===== config.mk =====
export PLATFORM = sky130hd
export DESIGN_NAME = bus_manager
export DESIGN_NICKNAME = d
export VERILOG_FILES = /design/src/rtl/bus_pkg.sv /design/src/rtl/bus_timeout_ctr.sv /design/src/rtl/bus_manager.sv
export SDC_FILE = /design/constraint.sdc
export NUM_CORES = 1
export LEC_CHECK = 0
export ABC_AREA = 0
export BUFFER_PORTS_ARGS = -buffer_cell sky130_fd_sc_hd__clkbuf_2
export CORE_AREA = 3 3 98 100
export CTS_CLUSTER_SIZE = 24
export DETAILED_ROUTE_END_ITERATION = 6
export DIE_AREA = 0 0 101 103
export PLACE_DENSITY = 0.9
export SLEW_MARGIN = 20
export SYNTH_ARGS = -nofsm -noshare
export SYNTH_HDL_FRONTEND = slang
export SYNTH_HIERARCHICAL = 1
export SYNTH_SLANG_ARGS = --single-unit

===== constraint.sdc =====
create_clock -name clk -period 3.34 [get_ports clk]
set_input_delay 0.167 -clock clk [delete_from_list [all_inputs] [get_ports clk]]
set_output_delay 0.167 -clock clk [all_outputs]
set_load 0.01 [all_outputs]

===== src/rtl/bus_pkg.sv =====
// Shared types and default widths for the Wishbone-classic bus manager.
package bus_pkg;

  localparam int unsigned ADDR_W_DEF  = 32;
  localparam int unsigned DATA_W_DEF  = 32;
  localparam int unsigned TIMEOUT_DEF = 16;

  typedef enum logic [1:0] {
    IDLE      = 2'd0,
    BUS_READ  = 2'd1,
    BUS_WRITE = 2'd2,
    DONE      = 2'd3
  } bus_state_t;

endpackage


===== src/rtl/bus_timeout_ctr.sv =====
// Counts cycles spent waiting for a Wishbone ack; expired flags the last allowed cycle.
module bus_timeout_ctr #(
  parameter int unsigned TIMEOUT_CYCLES = 16
) (
  input  logic clk,
  input  logic rst,
  input  logic clear,
  input  logic enable,
  output logic expired
);

  localparam int unsigned CW = (TIMEOUT_CYCLES > 1) ? $clog2(TIMEOUT_CYCLES) : 1;

  logic [CW-1:0] count;

  // Holds at the terminal value; the owner leaves the wait state on expiry anyway.
  always_ff @(posedge clk or negedge rst) begin
    if (!rst) begin
      count <= '0;
    end else if (clear) begin
      count <= '0;
    end else if (enable && !expired) begin
      count <= count + CW'(1);
    end
  end

  assign expired = (count == CW'(TIMEOUT_CYCLES - 1));

endmodule


===== src/rtl/bus_manager.sv =====
// Single-outstanding Wishbone-classic master fed by memcontrol read/write requests.
// Optional ack timeout is compiled in with `define BUS_TIMEOUT_EN.
module bus_manager
  import bus_pkg::*;
#(
  parameter int unsigned ADDR_W         = ADDR_W_DEF,
  parameter int unsigned DATA_W         = DATA_W_DEF,
  parameter int unsigned TIMEOUT_CYCLES = TIMEOUT_DEF
) (
  input  logic                clk,
  input  logic                rst,
  input  logic                read_req,
  input  logic                write_req,
  input  logic [ADDR_W-1:0]   addr,
  input  logic [DATA_W-1:0]   wdata,
  input  logic [DATA_W/8-1:0] sel,
  output logic                busy,
  output logic [DATA_W-1:0]   rdata,
  output logic                done,
  output logic                rdata_valid,
  output logic                err,
  output logic                cyc_o,
  output logic                stb_o,
  output logic                we_o,
  output logic [ADDR_W-1:0]   adr_o,
  output logic [DATA_W-1:0]   dat_o,
  output logic [DATA_W/8-1:0] sel_o,
  input  logic                ack_i,
  input  logic [DATA_W-1:0]   dat_i,
  output bus_state_t          state
);

  // Handshake: a request is taken only at a rising edge where state is IDLE
  // (busy=0); the requester holds read_req/write_req until it sees busy=0 at
  // such an edge. On the bus side cyc_o/stb_o stay high and every other bus
  // output stays stable until an edge samples ack_i=1 (or the timeout fires).

  if (TIMEOUT_CYCLES < 1) begin : g_bad_timeout
    $error("TIMEOUT_CYCLES must be at least 1");
  end

  logic timed_out;

`ifdef BUS_TIMEOUT_EN
  logic in_wait;

  assign in_wait = (state == BUS_READ) || (state == BUS_WRITE);

  bus_timeout_ctr #(
    .TIMEOUT_CYCLES(TIMEOUT_CYCLES)
  ) u_timeout (
    .clk    (clk),
    .rst    (rst),
    .clear  (state == IDLE),
    .enable (in_wait && !ack_i),
    .expired(timed_out)
  );
`else
  assign timed_out = 1'b0;
`endif

  assign busy = (state != IDLE);

  always_ff @(posedge clk or negedge rst) begin
    if (!rst) begin
      state       <= IDLE;
      rdata       <= '0;
      done        <= 1'b0;
      rdata_valid <= 1'b0;
      err         <= 1'b0;
      cyc_o       <= 1'b0;
      stb_o       <= 1'b0;
      we_o        <= 1'b0;
      adr_o       <= '0;
      dat_o       <= '0;
      sel_o       <= '0;
    end else begin
      done        <= 1'b0;
      rdata_valid <= 1'b0;
      err         <= 1'b0;
      case (state)
        IDLE: begin
          // Read wins over a simultaneous write, matching memcontrol.
          if (read_req) begin
            adr_o <= addr;
            sel_o <= sel;
            we_o  <= 1'b0;
            cyc_o <= 1'b1;
            stb_o <= 1'b1;
            state <= BUS_READ;
          end else if (write_req) begin
            adr_o <= addr;
            dat_o <= wdata;
            sel_o <= sel;
            we_o  <= 1'b1;
            cyc_o <= 1'b1;
            stb_o <= 1'b1;
            state <= BUS_WRITE;
          end
        end
        BUS_READ: begin
          if (ack_i) begin
            rdata       <= dat_i;
            rdata_valid <= 1'b1;
            done        <= 1'b1;
            cyc_o       <= 1'b0;
            stb_o       <= 1'b0;
            state       <= DONE;
          end else if (timed_out) begin
            err   <= 1'b1;
            done  <= 1'b1;
            cyc_o <= 1'b0;
            stb_o <= 1'b0;
            state <= DONE;
          end
        end
        BUS_WRITE: begin
          if (ack_i || timed_out) begin
            err   <= !ack_i;
            done  <= 1'b1;
            cyc_o <= 1'b0;
            stb_o <= 1'b0;
            we_o  <= 1'b0;
            state <= DONE;
          end
        end
        DONE: begin
          state <= IDLE;
        end
        default: begin
          state <= IDLE;
        end
      endcase
    end
  end

endmodule


==> impl_metrics.tcl <==
set metrics [dict create \
    syn_nets 356 \
    finalWirelength_um 8980 \
    yosysTopAreaCellShare 0.626 \
    die_area_mm2 0.0104 \
    place_congestion 0.726 \
    rr_endpoint "dat_o[20]" \
    fin_skew_ns 0.0156 \
    cp.required_ns 3.58 \
    clkTransAtPathRegs_ns 0.11 \
    register_area_mm2 0.00265 \
    crit_path_start_kind "flip-flop" \
    critPathBufInv 1 \
    gr-usage-all-layers 0.171 \
    ir_drop_v 0.000442 \
    routedWlPerCell_um 15.6 \
    reg2regPathDepth 5 \
    die_h_um 103 \
    cts_tree "yes" \
    power_uw 5400 \
    rr_startpoint "state[0]" \
    critPathMaxFanout 32 \
    whs_endpoint "dat_o[7]" \
    insertion_delay_ns 0.36 \
    seq_area_frac_synth 0.626 \
    synth-seq-cells 106 \
    drv_slew 0 \
    fp.dieW_um 101 \
    hold_depth 2 \
    grt_max_degree 86 \
    crit_family "simple AND/OR/NAND/NOR gates" \
    power_density_mw_per_mm2 972 \
    synthesis.instances 246 \
    final_cell_mix "clkbuf_2, dfrtp_1, mux2_2, mux2_4, clkbuf_8" \
    use_met3 0.0548 \
    crit_slowest_cell "dfrtp_1" \
    port_buffers 212 \
    grt_util_met2 0.296 \
    post-route-util 0.634 \
    first_global_vias 2907 \
    first_iter_violations 59 \
    avgSynthCellArea_um2 17.2 \
    crit_arrival_ns 2.16 \
    yosys-top-cells-area "dfrtp_1, mux2_2, mux2_4, ha_1, buf_12" \
    maxCapViolCount 0 \
    num_vias 2736 \
    endpoint_kind "flip-flop" \
    worst_pin_slew_ns 1.09 \
    cts_buffers 9 \
    fmax_mhz 519 \
    core_mm2 0.00876 \
    synth_top_cell_by_area "dfrtp_1" \
    drive_above_1_share 0.708 \
    hp-class "input port to flip-flop" \
    r2r_slack_ns 1.41 \
    cpPeakStageDelay_ns 0.43 \
    leakage_uw 0.00298 \
    synthDistinctLibCells 21 \
    nets 571 \
    hpwl_um 6950 \
    post-route-period-util 0.577 \
    vias_per_cell 4.77 \
    hold_slack_ns 0.0298 \
    antenna_found_initial 0 \
    layout_commonest_cell "clkbuf_2" \
    synth.cell_area_mm2 0.00424 \
    num_rows 34 \
    grt.busiest_layer "met2" \
    ios 214 \
    grt_setup_unrepaired "no" \
    multi_input_area_mm2 0.00145 \
    final_antenna_net_count 0 \
    overflow 0 \
    n_antenna_cell 0 \
    status "completed" \
    place_area_mm2 0.00534 \
    grt_pass1_wl_um 13800 \
    drc_errors 0 \
    htree_levels 3 \
    fin_area_mm2 0.00556 \
    slew-limit-headroom 0.269 \
    clkSinkCount 106 \
    clockBufferDepth 2 \
    cts_root_buf "clkbuf_8" \
    start_util 0.484 \
    dr.pass1.iters 4 \
    tns_ns 0 \
    cts-resized-gates 0 \
    syn_to_final_growth_pct 31.1 \
    n_fill_cell 679 \
    hold_start "wdata[7]" \
    period_needed_ns 1.93 \
    critical_path_class "flip-flop to flip-flop" \
    grtUsageMet1 0.199 \
    crit_path_cell_trace "inv_1 > ha_1 > nor2b_4 > nand2_4 > mux2_4" \
    setup_viol 0 \
    hold_viol 0 \
    synth_warnings 6 \
]
-- worst max path at each step --
stage,from,end,slack [ns],cells after the start
after floorplan,state[0],dat_o[10],1.68,6
after global placement,state[0],dat_o[31],1.50,5
after detailed placement,state[0],dat_o[13],1.41,5
after CTS,state[0],dat_o[1],1.41,5
after global routing,state[0],dat_o[22],1.27,5
final,state[0],dat_o[20],1.41,5
-- through the flow --
stage	worst slack (ns)	std cells
global route	1.27	574
global placement	1.50	557
finish	1.41	574
detailed placement	1.41	557
floorplan	1.68	246
CTS	1.41	574
-- what timing repair did --
item / 4_1_cts / 5_1_grt
hold buffers: 1 / 0
setup buffers: 0 / 0
endpoints found under the hold margin: 3 / 0
-- per-layer routing --
metal  part of all wire  up-vias  wire (um)
met5                  0        -          0
met4              0.015        0        132
met3              0.098       13        884
met2               0.51      133       4560
met1               0.38     1312       3400
li1                   -     1278          -
-- flip-flops by register name (all words and copies together), names as in the netlist --
register and cells:
state 2, adr_o 32, we_o 1, sel_o 4
rdata_valid 1, done 1, stb_o 1, rdata 32
dat_o 32
-- synthesized netlist by cell type, drive strengths merged --
master / number
a22o: 1
conb: 1
o31ai: 2
o21ai: 2
and2: 1
nor3b: 1
ha: 5
nor2b: 1
nand2: 3
a21oi: 1
mux2i: 5
mux2: 100
buf: 11
inv: 6
dfrtp: 106
-- final cells by class --
type                       count  area share
clock buffer                  10      0.0230
multi-input combinational    123       0.261
timing repair buffer         215       0.197
sequential                   106       0.477
tap                          108      0.0243
inverter                       6     0.00405
clock inverter                 6      0.0133
-- power breakdown --
| group | switching, uW | internal (uW) |
|---|---|---|
| registers | 359 | 1940 |
| logic | 1050 | 1260 |
| clock network | 430 | 356 |
-- kinds of logic (layout without fill, tap and decap cells) --
group / Yosys count / in the layout / share of synthesized area
buffers and inverters: 17 / 237 / 0.0319
muxes: 105 / 105 / 0.304
AOI/OAI and AO/OA: 6 / 6 / 0.0118
and+or+nand+nor: 6 / 6 / 0.0109
DFF: 106 / 106 / 0.626
adders and majority gates: 5 / 5 / 0.0148
other: 1 / 1 / 0.000885
Power figures use the tool's default switching activity.
